<file path="src/rtl/multi_cycle_control_fsm.sv">
// Multi-cycle MIPS control unit: Moore FSM (IF/ID/EX/MEM/WB) driving all
// datapath selects and write strobes, with an optional memory wait handshake
// and a retired-instruction counter.
// Ports:
//   i_clk, i_rst            clock, synchronous active-high reset
//   i_opcode, i_funct       instruction register fields (valid from ID on)
//   i_zero                  ALU zero flag (branch resolution in EX)
//   i_mem_ready             memory access completes this cycle
//   o_pc_write .. o_alu_op  datapath strobes and mux selects (combinational)
//   o_illegal_instr         one-cycle pulse in ID for an undecodable instruction
//   o_state                 current FSM state (IF=0 .. WB=4)
//   o_retire_cnt            retired-instruction count, wraps
module multi_cycle_control_fsm #(
  parameter int unsigned ALU_OP_W = 4,
  parameter int unsigned MEM_HS   = 1,
  parameter int unsigned CNT_W    = 32
) (
  input  logic                i_clk,
  input  logic                i_rst,
  input  logic [5:0]          i_opcode,
  input  logic [5:0]          i_funct,
  input  logic                i_zero,
  input  logic                i_mem_ready,
  output logic                o_pc_write,
  output logic [1:0]          o_pc_src,
  output logic                o_ir_write,
  output logic                o_i_or_d,
  output logic                o_mem_read,
  output logic                o_mem_write,
  output logic [1:0]          o_mem_byte,
  output logic                o_mem_sign,
  output logic                o_reg_write,
  output logic [1:0]          o_reg_dst,
  output logic [1:0]          o_to_reg,
  output logic [1:0]          o_alu_src_a,
  output logic [1:0]          o_alu_src_b,
  output logic                o_extend_sign,
  output logic [ALU_OP_W-1:0] o_alu_op,
  output logic                o_illegal_instr,
  output logic [2:0]          o_state,
  output logic [CNT_W-1:0]    o_retire_cnt
);

  typedef enum logic [2:0] {
    ST_IF  = 3'd0,
    ST_ID  = 3'd1,
    ST_EX  = 3'd2,
    ST_MEM = 3'd3,
    ST_WB  = 3'd4
  } state_t;

  typedef enum logic [3:0] {
    CL_ILL, CL_RALU, CL_IALU, CL_LOAD, CL_STORE,
    CL_BEQ, CL_BNE, CL_J, CL_JAL, CL_JR, CL_JALR
  } cls_t;

  localparam logic [5:0] OP_RTYPE = 6'h00, OP_J    = 6'h02, OP_JAL  = 6'h03;
  localparam logic [5:0] OP_BEQ   = 6'h04, OP_BNE  = 6'h05, OP_ADDI = 6'h08;
  localparam logic [5:0] OP_SLTI  = 6'h0A, OP_ANDI = 6'h0C, OP_ORI  = 6'h0D;
  localparam logic [5:0] OP_LUI   = 6'h0F, OP_LB   = 6'h20, OP_LH   = 6'h21;
  localparam logic [5:0] OP_LW    = 6'h23, OP_LBU  = 6'h24, OP_LHU  = 6'h25;
  localparam logic [5:0] OP_SB    = 6'h28, OP_SH   = 6'h29, OP_SW   = 6'h2B;

  localparam logic [5:0] F_SLL  = 6'h00, F_SRL  = 6'h02, F_SRA  = 6'h03;
  localparam logic [5:0] F_SLLV = 6'h04, F_SRLV = 6'h06, F_SRAV = 6'h07;
  localparam logic [5:0] F_JR   = 6'h08, F_JALR = 6'h09, F_ADD  = 6'h20;
  localparam logic [5:0] F_ADDU = 6'h21, F_SUB  = 6'h22, F_SUBU = 6'h23;
  localparam logic [5:0] F_AND  = 6'h24, F_OR   = 6'h25, F_XOR  = 6'h26;
  localparam logic [5:0] F_NOR  = 6'h27, F_SLT  = 6'h2A, F_SLTU = 6'h2B;

  localparam logic [3:0] ALU_ADD  = 4'h0, ALU_SUB  = 4'h1, ALU_AND = 4'h2;
  localparam logic [3:0] ALU_OR   = 4'h3, ALU_XOR  = 4'h4, ALU_NOR = 4'h5;
  localparam logic [3:0] ALU_SLT  = 4'h6, ALU_SLTU = 4'h7, ALU_ADDU = 4'h8;
  localparam logic [3:0] ALU_SUBU = 4'h9, ALU_SLL  = 4'hA, ALU_LUI = 4'hB;
  localparam logic [3:0] ALU_SRL  = 4'hC, ALU_SRA  = 4'hD;

  state_t     r_state;
  state_t     w_next;
  cls_t       w_cls;
  logic [3:0] w_alu_code;
  logic [3:0] w_alu_sel;
  logic       w_shamt_src;
  logic       w_ext_zero;
  logic [1:0] w_mem_byte;
  logic       w_mem_sign;
  logic       w_ready;
  logic       w_retire;
  logic [CNT_W-1:0] r_retire_cnt;

  // Without the handshake, memory is assumed to complete every cycle.
  assign w_ready = (MEM_HS != 0) ? i_mem_ready : 1'b1;

  // Instruction decode into a class plus per-class attributes.
  always_comb begin
    w_cls       = CL_ILL;
    w_alu_code  = ALU_ADD;
    w_shamt_src = 1'b0;
    w_ext_zero  = 1'b0;
    w_mem_byte  = 2'b00;
    w_mem_sign  = 1'b0;
    case (i_opcode)
      OP_RTYPE: begin
        w_cls = CL_RALU;
        case (i_funct)
          F_SLL:   begin w_alu_code = ALU_SLL; w_shamt_src = 1'b1; end
          F_SRL:   begin w_alu_code = ALU_SRL; w_shamt_src = 1'b1; end
          F_SRA:   begin w_alu_code = ALU_SRA; w_shamt_src = 1'b1; end
          F_SLLV:  w_alu_code = ALU_SLL;
          F_SRLV:  w_alu_code = ALU_SRL;
          F_SRAV:  w_alu_code = ALU_SRA;
          F_JR:    w_cls = CL_JR;
          F_JALR:  w_cls = CL_JALR;
          F_ADD:   w_alu_code = ALU_ADD;
          F_ADDU:  w_alu_code = ALU_ADDU;
          F_SUB:   w_alu_code = ALU_SUB;
          F_SUBU:  w_alu_code = ALU_SUBU;
          F_AND:   w_alu_code = ALU_AND;
          F_OR:    w_alu_code = ALU_OR;
          F_XOR:   w_alu_code = ALU_XOR;
          F_NOR:   w_alu_code = ALU_NOR;
          F_SLT:   w_alu_code = ALU_SLT;
          F_SLTU:  w_alu_code = ALU_SLTU;
          default: w_cls = CL_ILL;
        endcase
      end
      OP_J:    w_cls = CL_J;
      OP_JAL:  w_cls = CL_JAL;
      OP_BEQ:  begin w_cls = CL_BEQ; w_alu_code = ALU_SUB; end
      OP_BNE:  begin w_cls = CL_BNE; w_alu_code = ALU_SUB; end
      OP_ADDI: w_cls = CL_IALU;
      OP_SLTI: begin w_cls = CL_IALU; w_alu_code = ALU_SLT; end
      OP_ANDI: begin w_cls = CL_IALU; w_alu_code = ALU_AND; w_ext_zero = 1'b1; end
      OP_ORI:  begin w_cls = CL_IALU; w_alu_code = ALU_OR;  w_ext_zero = 1'b1; end
      OP_LUI:  begin w_cls = CL_IALU; w_alu_code = ALU_LUI; w_ext_zero = 1'b1; end
      OP_LW:   begin w_cls = CL_LOAD;  w_mem_byte = 2'b00; w_mem_sign = 1'b1; end
      OP_LH:   begin w_cls = CL_LOAD;  w_mem_byte = 2'b10; w_mem_sign = 1'b1; end
      OP_LHU:  begin w_cls = CL_LOAD;  w_mem_byte = 2'b10; end
      OP_LB:   begin w_cls = CL_LOAD;  w_mem_byte = 2'b11; w_mem_sign = 1'b1; end
      OP_LBU:  begin w_cls = CL_LOAD;  w_mem_byte = 2'b11; end
      OP_SW:   begin w_cls = CL_STORE; w_mem_byte = 2'b00; end
      OP_SH:   begin w_cls = CL_STORE; w_mem_byte = 2'b10; end
      OP_SB:   begin w_cls = CL_STORE; w_mem_byte = 2'b11; end
      default: w_cls = CL_ILL;
    endcase
  end

  // State register.
  always_ff @(posedge i_clk) begin
    if (i_rst) r_state <= ST_IF;
    else       r_state <= w_next;
  end

  // Next-state logic.
  always_comb begin
    w_next = r_state;
    case (r_state)
      ST_IF:  if (w_ready) w_next = ST_ID;
      ST_ID:  w_next = (w_cls == CL_ILL) ? ST_IF : ST_EX;
      ST_EX: begin
        case (w_cls)
          CL_RALU, CL_IALU:  w_next = ST_WB;
          CL_LOAD, CL_STORE: w_next = ST_MEM;
          default:           w_next = ST_IF;
        endcase
      end
      ST_MEM: if (w_ready) w_next = (w_cls == CL_LOAD) ? ST_WB : ST_IF;
      ST_WB:  w_next = ST_IF;
      default: w_next = ST_IF;
    endcase
  end

  // An instruction retires on the edge that leaves its final state.
  always_comb begin
    w_retire = 1'b0;
    case (r_state)
      ST_EX:  w_retire = (w_cls == CL_BEQ) || (w_cls == CL_BNE) || (w_cls == CL_J) ||
                         (w_cls == CL_JAL) || (w_cls == CL_JR)  || (w_cls == CL_JALR);
      ST_MEM: w_retire = (w_cls == CL_STORE) && w_ready;
      ST_WB:  w_retire = 1'b1;
      default: w_retire = 1'b0;
    endcase
  end

  // Retired-instruction counter; reset drops any in-flight instruction.
  always_ff @(posedge i_clk) begin
    if (i_rst)         r_retire_cnt <= '0;
    else if (w_retire) r_retire_cnt <= r_retire_cnt + CNT_W'(1);
  end

  // Moore outputs; reset forces every strobe and select to zero.
  always_comb begin
    o_pc_write      = 1'b0;
    o_pc_src        = 2'b00;
    o_ir_write      = 1'b0;
    o_i_or_d        = 1'b0;
    o_mem_read      = 1'b0;
    o_mem_write     = 1'b0;
    o_mem_byte      = 2'b00;
    o_mem_sign      = 1'b0;
    o_reg_write     = 1'b0;
    o_reg_dst       = 2'b00;
    o_to_reg        = 2'b00;
    o_alu_src_a     = 2'b00;
    o_alu_src_b     = 2'b00;
    o_extend_sign   = 1'b0;
    w_alu_sel       = ALU_ADD;
    o_illegal_instr = 1'b0;
    if (!i_rst) begin
      case (r_state)
        ST_IF: begin
          o_mem_read  = 1'b1;
          o_alu_src_b = 2'b01;
          o_ir_write  = w_ready;
          o_pc_write  = w_ready;
        end
        ST_ID: begin
          // Speculative branch target into ALUOut.
          o_alu_src_b     = 2'b11;
          o_extend_sign   = 1'b1;
          o_illegal_instr = (w_cls == CL_ILL);
        end
        ST_EX: begin
          case (w_cls)
            CL_RALU: begin
              o_alu_src_a = w_shamt_src ? 2'b10 : 2'b01;
              w_alu_sel   = w_alu_code;
            end
            CL_IALU: begin
              o_alu_src_a   = 2'b01;
              o_alu_src_b   = 2'b10;
              o_extend_sign = ~w_ext_zero;
              w_alu_sel     = w_alu_code;
            end
            CL_LOAD, CL_STORE: begin
              o_alu_src_a   = 2'b01;
              o_alu_src_b   = 2'b10;
              o_extend_sign = 1'b1;
            end
            CL_BEQ, CL_BNE: begin
              o_alu_src_a = 2'b01;
              o_pc_src    = 2'b01;
              w_alu_sel   = ALU_SUB;
              o_pc_write  = (w_cls == CL_BEQ) ? i_zero : ~i_zero;
            end
            CL_J, CL_JAL: begin
              o_pc_src   = 2'b10;
              o_pc_write = 1'b1;
              if (w_cls == CL_JAL) begin
                o_reg_write = 1'b1;
                o_reg_dst   = 2'b10;
                o_to_reg    = 2'b10;
              end
            end
            CL_JR, CL_JALR: begin
              o_pc_src   = 2'b11;
              o_pc_write = 1'b1;
              if (w_cls == CL_JALR) begin
                o_reg_write = 1'b1;
                o_to_reg    = 2'b10;
              end
            end
            default: ;
          endcase
        end
        ST_MEM: begin
          o_i_or_d    = 1'b1;
          o_mem_byte  = w_mem_byte;
          o_mem_sign  = w_mem_sign;
          o_mem_read  = (w_cls == CL_LOAD);
          o_mem_write = (w_cls == CL_STORE);
        end
        ST_WB: begin
          o_reg_write = 1'b1;
          o_reg_dst   = (w_cls == CL_RALU) ? 2'b00 : 2'b01;
          o_to_reg    = (w_cls == CL_LOAD) ? 2'b01 : 2'b00;
        end
        default: ;
      endcase
    end
  end

  assign o_alu_op     = ALU_OP_W'(w_alu_sel);
  assign o_state      = r_state;
  assign o_retire_cnt = r_retire_cnt;

endmodule

</file>
<file path="config.mk">
export PLATFORM = sky130hd
export DESIGN_NAME = multi_cycle_control_fsm
export DESIGN_NICKNAME = d
export VERILOG_FILES = /design/src/rtl/multi_cycle_control_fsm.sv
export SDC_FILE = /design/constraint.sdc
export NUM_CORES = 1
export LEC_CHECK = 0
export CAP_MARGIN = 10
export CELL_PAD_IN_SITES_DETAIL_PLACEMENT = 1
export CELL_PAD_IN_SITES_GLOBAL_PLACEMENT = 2
export CORE_ASPECT_RATIO = 0.9
export CORE_MARGIN = 2
export CORE_UTILIZATION = 28
export DETAILED_ROUTE_END_ITERATION = 8
export PLACE_DENSITY_LB_ADDON = 0.1
export SETUP_SLACK_MARGIN = 0.2
export SYNTH_ARGS = -nofsm -noshare
export SYNTH_HDL_FRONTEND = slang
export SYNTH_SLANG_ARGS = --single-unit
</file>
<file path="constraint.sdc">
create_clock -name i_clk -period 6.75 [get_ports i_clk]
set_input_delay 1.6875 -clock i_clk [delete_from_list [all_inputs] [get_ports i_clk]]
set_output_delay 1.6875 -clock i_clk [all_outputs]
set_load 0.01 [all_outputs]
</file>
==> results.toml, run 1 <==
[run_status]
status = "finished, final reports clean"

[critical_path]
cp_common_cell = "clkdlybuf4s50_1"
regToRegStartpoint = "o_state[2]"
crit_slowest_cell = "clkdlybuf4s50_1"
r2r_cells = 6
crit_fanout = 17
worstPathRequired_ns = 5.06
crit_path_start = "i_opcode[5]"
path_cells = "clkdlybuf4s50_1, nor4_4, nand2_1, a211o_1, a21oi_2, o21ba_2, nor4b_2, clkdlybuf4s50_1"
crit_path_end_kind = "output pin"
worstPathArrival_ns = 4.59
start_kind = "input port"
rrSetupSlack_ns = 4.10
crit_path_max_incr_delay_ns = 0.70
path_class = "in2out"

[yosys]
synth-async-reset-ratio_pct = 0
ys_seq_elements = 35
ys.flop_type = "dfxtp_1"
synth_xor_area_share_pct = 8.325
ys_seq_area_share_pct = 27.75
avgSynthCellArea_um2 = 7.560
syn_nets = 351
synthSimpleGateAreaFrac_pct = 32.61
synthCells = 334
syn_area_um2 = 2525
synth_compound_area_share_pct = 23.69
synth.area.mux_share_pct = 0.3964
synth_fa_ha_area_share_pct = 0.8920
yosys_warnings = 0
synth_edf_count = 0
yosysUniqueCellTypes = 55
synth_top_family_by_area = "simple AND/OR/NAND/NOR gates"

[die]
start_util_pct = 29.20
die_h_um = 94.09
io_pins = 76
die-area_um2 = 9794
die_x_um = 104.1
num_rows = 32
core_um2 = 8648

[detailed_routing]
vias_per_cell = 5.283
drtAntennaViolNets = 0
drc_errors = 0
wl_per_cell_um = 16.14
drt_iter0_drc = 110
num_vias = 2763
dr.pass1.iters = 4
wirelength_um = 8443

[power_and_ir_drop]
switching_power_uw = 122.7
swShare_pct = 25.68
power_frac_seq_pct = 43.6
clkPwrFrac_pct = 42.1
p_leak_nw = 1.216
p_int_uw = 355.2
peakVddDrop_mv = 0.08391
combPwrFrac_pct = 14.3
power_density_nw_per_um2 = 136.3

[sta]
rsz0062_at_grt = "false"
hold_viol = 0
worst_pin_slew_ns = 1.066
setup_slack_ns = 0.4703
setup_violations = 0
finalCritPeriodShare_pct = 93.03
max_freq_mhz = 159.2
finClkSkew_ns = 0.005267
tns_ns = 0
maxSlewHeadroom_pct = 28.54
slew_viol_final = 0
finalCriticalPeriod_ns = 6.280

[clock_network]
worstSkewPairLatency_ns = 0.29
clkTransAtPathRegs_ns = 0.08
cts_hold_buf = 0
cts_tree = "done"
clk_path_buf_depth = 2
cts_resized = 0
cts_buffers = 5
clock_sink_count = 35
ctsHtreeMaxLevel = 2
cts_root_buffer = "clkbuf_8"
cts_setup_buffers = 0

[global_routing]
grtUsageTotal_pct = 17.64
grt_overflow = 0
grt_pass1_wl_um = 13980
grt_start_max_net_pins = 36
grt_pass1_vias = 2647
antenna_found_initial = 0

[placement]
place_ws_ns = 0.4719
io_buffers = 75
gp_congestion = 0.8137
hpwl_um = 6383

[finish]
multi_input_area_um2 = 1664
area_delta_synth_final_pct = 38.85
fill_cells = 1085
utilization_pct = 40.54
final_cell_mix = "clkdlybuf4s50_1, nor2_1, dfxtp_1, nand2_1, xor2_1"
antennaDiodeCount = 0
final_common_cell = "clkdlybuf4s50_1"
nets = 420
drive_above_1_share_pct = 8.168
regArea_um2 = 700.7

[run]
max_cap_viol_count = 0

[worst_hold_path]
worstHoldStart = "o_retire_cnt[31]"
hold_depth = 2
hp-class = "reg2reg"
-- area by class of cell --
| cell class | count | share of cell area (%) |
|---|---|---|
| multi-input combinational | 263 | 47.47 |
| tap | 119 | 4.247 |
| inverter | 13 | 1.392 |
| clock buffer | 6 | 2.355 |
| sequential | 35 | 19.99 |
| timing repair buffer | 85 | 23.55 |
| clock inverter | 2 | 0.9993 |
-- cell families after synthesis --
| family | Yosys count |
|---|---|
| buffers and inverters | 36 |
| flip-flops | 35 |
| XOR/XNOR | 24 |
| AO/OA/AOI/OAI | 84 |
| adder cells (fa/ha/maj) | 2 |
| AND/OR/NAND/NOR | 152 |
| multiplexers | 1 |
-- flip-flops by register name, summed over array words and instances, names as in the netlist --
| name | count |
|---|---|
| o_retire_cnt | 32 |
| o_state | 3 |
-- through the flow --
stage                     cell area [um^2]  hold slack [ns]  power, mW  std cells
final                                 3506           0.4893     0.4779        523
after global routing                  3506           0.5321     0.5018        523
after CTS                             3506           0.4936     0.4852        523
after detailed placement              3388           0.4825     0.2809        515
after global placement                3388           0.4599     0.2814        515
after floorplan                       2525           0.4975     0.2513        334
-- metal layers --
layer / up-vias / track usage (%) / routed length, um
li1: 1355 / - / -
met1: 1328 / 27.44 / 4643
met2: 76 / 24.07 / 3274
met3: 4 / 4.230 / 469
met4: 0 / 3.378 / 55
met5: - / 0 / 0
-- Yosys cell counts (2+ instances only) --
library cell | count | area share (%)
nor2_1 | 44 | 6.5
dfxtp_1 | 35 | 28
nand2_1 | 28 | 4.2
xor2_1 | 21 | 7.3
o21ai_0 | 20 | 4.0
a21oi_1 | 19 | 3.8
o2111ai_1 | 15 | 5.2
clkbuf_1 | 13 | 1.9
inv_1 | 13 | 1.9
or3_1 | 13 | 3.2
and3_1 | 8 | 2.0
buf_2 | 8 | 1.6
nand3_1 | 8 | 1.6
nor3_1 | 8 | 1.6
and2_1 | 7 | 1.7
nor4_1 | 7 | 1.7
and4_1 | 5 | 1.7
a31oi_1 | 4 | 0.99
nand4_1 | 4 | 0.99
nor2b_1 | 4 | 0.99
o211ai_1 | 4 | 1.2
a21o_1 | 3 | 0.89
xnor2_1 | 3 | 1.0
a211oi_1 | 2 | 0.59
buf_6 | 2 | 0.89
nand2b_1 | 2 | 0.50
nand3b_1 | 2 | 0.59
nand4b_1 | 2 | 0.69
nor4b_2 | 2 | 1.2
or3b_2 | 2 | 0.69
or4_1 | 2 | 0.59
-- final timing paths --
check	end
min	o_retire_cnt[31]
max	o_alu_op[2]
min reg2reg	o_retire_cnt[31]
max reg2reg	o_retire_cnt[18]
-- critical path: cells and delay by family --
family	cells	cell delay, ns
buffers and inverters	2	1.27
and+or+nand+nor	3	0.84
AOI/OAI and AO/OA	3	0.80
-- power groups by stage --
stage	sequential [mW]	clock (mW)	combinational, mW
after global routing	0.208	0.219	0.0747
after CTS	0.208	0.209	0.0680
after global placement	0.213	0	0.0682
final	0.208	0.201	0.0683
after floorplan	0.213	0	0.0386
after detailed placement	0.213	0	0.0678
No activity file was read; power rests on OpenSTA's default activity.
==> inputs of run 2 (changes only) <==
--- a/config.mk
+++ b/config.mk
@@ -9,7 +9,7 @@
 export CELL_PAD_IN_SITES_DETAIL_PLACEMENT = 1
 export CELL_PAD_IN_SITES_GLOBAL_PLACEMENT = 2
 export CORE_ASPECT_RATIO = 0.9
-export CORE_MARGIN = 2
+export CORE_MARGIN = 1.5
 export CORE_UTILIZATION = 28
 export DETAILED_ROUTE_END_ITERATION = 8
 export PLACE_DENSITY_LB_ADDON = 0.1
==> run 2 against run 1 <==
Global-route usage increased by 1.1 points. Design area about the same. Sequential share of layout area about the same. Clock-buffer cell count increased by 2. Maximum frequency about the same. Worst setup slack improved by 0.00056 ns. Core utilization about the same. Clock power decreased by 16%. Flip-flop and latch count unchanged. Register-to-register slack improved by 0.16 ns. Critical path depth unchanged. Die area decreased by 2.0%. Critical endpoint unchanged. Highest routed layer unchanged.
==> results.toml, run 2 (synthesis gave the netlist of run 1 again) <==
[sta]
maxSlewHeadroom_pct = 53.45
tns_ns = 0
hold_viol = 0
fin_hold_ws_ns = 0.4828
rsz0062_at_grt = "false"
setup_violations = 0
finalCriticalPeriod_ns = 6.279
slew_viol_final = 0
finalCritPeriodShare_pct = 93.03
max_freq_mhz = 159.3
worst_pin_slew_ns = 0.6919
finClkSkew_ns = 0.004889

[clock_network]
cts_root_buffer = "clkbuf_8"
cts_setup_buffers = 0
clkTransAtPathRegs_ns = 0.07
worstSkewPairLatency_ns = 0.28
cts_hold_buf = 0
cts_buffers = 5
clock_sink_count = 35
ctsHtreeMaxLevel = 2
cts_tree = "done"
cts_resized = 0
clk_path_buf_depth = 2

[placement]
hpwl_um = 6504
io_buffers = 75
gp_congestion = 0.8294

[global_routing]
grt_overflow = 0
antenna_found_initial = 0
grtUsageTotal_pct = 18.74
grt_pass1_vias = 2623
grt_pass1_wl_um = 14210
grt_start_max_net_pins = 36

[power_and_ir_drop]
p_leak_nw = 1.218
swShare_pct = 26.31
p_int_uw = 329.3
power.total_uw = 446.9
power_frac_seq_pct = 46.6
combPwrFrac_pct = 15.6
peakVddDrop_mv = 0.07291
power_density_nw_per_um2 = 127.4
clkPwrFrac_pct = 37.8
switching_power_uw = 117.6

[finish]
fill_cells = 1078
final_common_cell = "clkdlybuf4s50_1"
antennaDiodeCount = 0
nets = 422
final_cell_mix = "clkdlybuf4s50_1, nor2_1, dfxtp_1, nand2_1, xor2_1"
drive_above_1_share_pct = 8.374
multi_input_area_um2 = 1664
largest_register_ffs = 32
area_delta_synth_final_pct = 38.90
regArea_um2 = 700.7

[die]
die-area_um2 = 9597
num_rows = 32
io_pins = 76
start_util_pct = 29.20
die_x_um = 103.1
core_um2 = 8648
die_h_um = 93.09

[critical_path]
crit_buf_inv = 2
cp_common_cell = "clkdlybuf4s50_1"
crit_path_max_incr_delay_ns = 0.65
critical-path-top-delay-family = "buffers and inverters"
path_cells = "clkdlybuf4s50_1, nor4_4, nand3_2, o32ai_4, and3_1, o21ba_2, nor4b_2, clkdlybuf4s50_1"
path_class = "in2out"
crit_slowest_cell = "clkdlybuf4s50_1"
worstPathRequired_ns = 5.06
crit_fanout = 12
start_kind = "input port"
worstPathArrival_ns = 4.59
rrSetupSlack_ns = 4.26
crit_path_end_kind = "output pin"

[detailed_routing]
drtAntennaViolNets = 0
drt_iter0_drc = 69
num_vias = 2736
wl_per_cell_um = 16.45
dr.pass1.iters = 4
wirelength_um = 8634
drc_errors = 0
vias_per_cell = 5.211

[run_status]
status = "finished, final reports clean"

[run]
max_cap_viol_count = 0

[worst_hold_path]
hp-class = "reg2reg"
## run 2: changes by cell type in the layout (fill, tap and decap cells not counted), sizes merged
cell    previous run  this run
buf               10        12
clkbuf             6         8
bufinv             1         0
clkinv             1         0
## run 2: final timing paths
check	from	endpoint	cells past startpoint
max reg2reg	o_state[1]	o_retire_cnt[14]	6
min	o_retire_cnt[31]	o_retire_cnt[31]	2
min reg2reg	o_retire_cnt[31]	o_retire_cnt[31]	2
max	i_opcode[2]	o_alu_op[2]	8
## run 2: layout make-up
type	count	share of cell area, %
well taps	119	4.245
flip-flops and latches	35	19.98
inverters	13	1.391
clock buffers	8	2.854
multi-input cells	263	47.45
repair buffers	87	24.08
## run 2: power by group through the flow
stage,clock network (mW),registers (mW),logic [mW]
after detailed placement,0,0.213,0.0691
final,0.169,0.208,0.0696
after global routing,0.185,0.208,0.0763
after floorplan,0,0.213,0.0386
after global placement,0,0.213,0.0684
after CTS,0.176,0.208,0.0693
## run 2: worst min-delay path, stage by stage (launching register included)
cell     delay, ns
dfxtp_1       0.32
o31ai_1       0.06
a21oi_1       0.05
## run 2: metal layers
layer  up-vias  routed length [um]  GRT usage (%)
met1      1325                4951          32.34
met3         2                 360          3.064
met5         -                   0              0
met4         0                  19          2.027
met2        55                3303          23.79
li1       1354                   -              -
## run 2: stage by stage
step | setup slack [ns] | instance area (um^2) | utilization, % | std cells
after floorplan | 1.779 | 2525 | - | 334
after global placement | 0.5340 | 3396 | 39.27 | 516
after detailed placement | 0.4332 | 3396 | 39.27 | 516
after CTS | 0.4443 | 3496 | 40.42 | 524
after global routing | 0.2404 | 3507 | 40.55 | 525
final | 0.4708 | 3507 | 40.55 | 525
==> inputs of run 3 (changes only) <==
--- a/config.mk
+++ b/config.mk
@@ -12,6 +12,7 @@
 export CORE_MARGIN = 1.5
 export CORE_UTILIZATION = 28
 export DETAILED_ROUTE_END_ITERATION = 8
+export GPL_ROUTABILITY_DRIVEN = 0
 export PLACE_DENSITY_LB_ADDON = 0.1
 export SETUP_SLACK_MARGIN = 0.2
 export SYNTH_ARGS = -nofsm -noshare
==> results of run 3 <==
The final DEF is identical to that of run 2; final timing and power are the same.
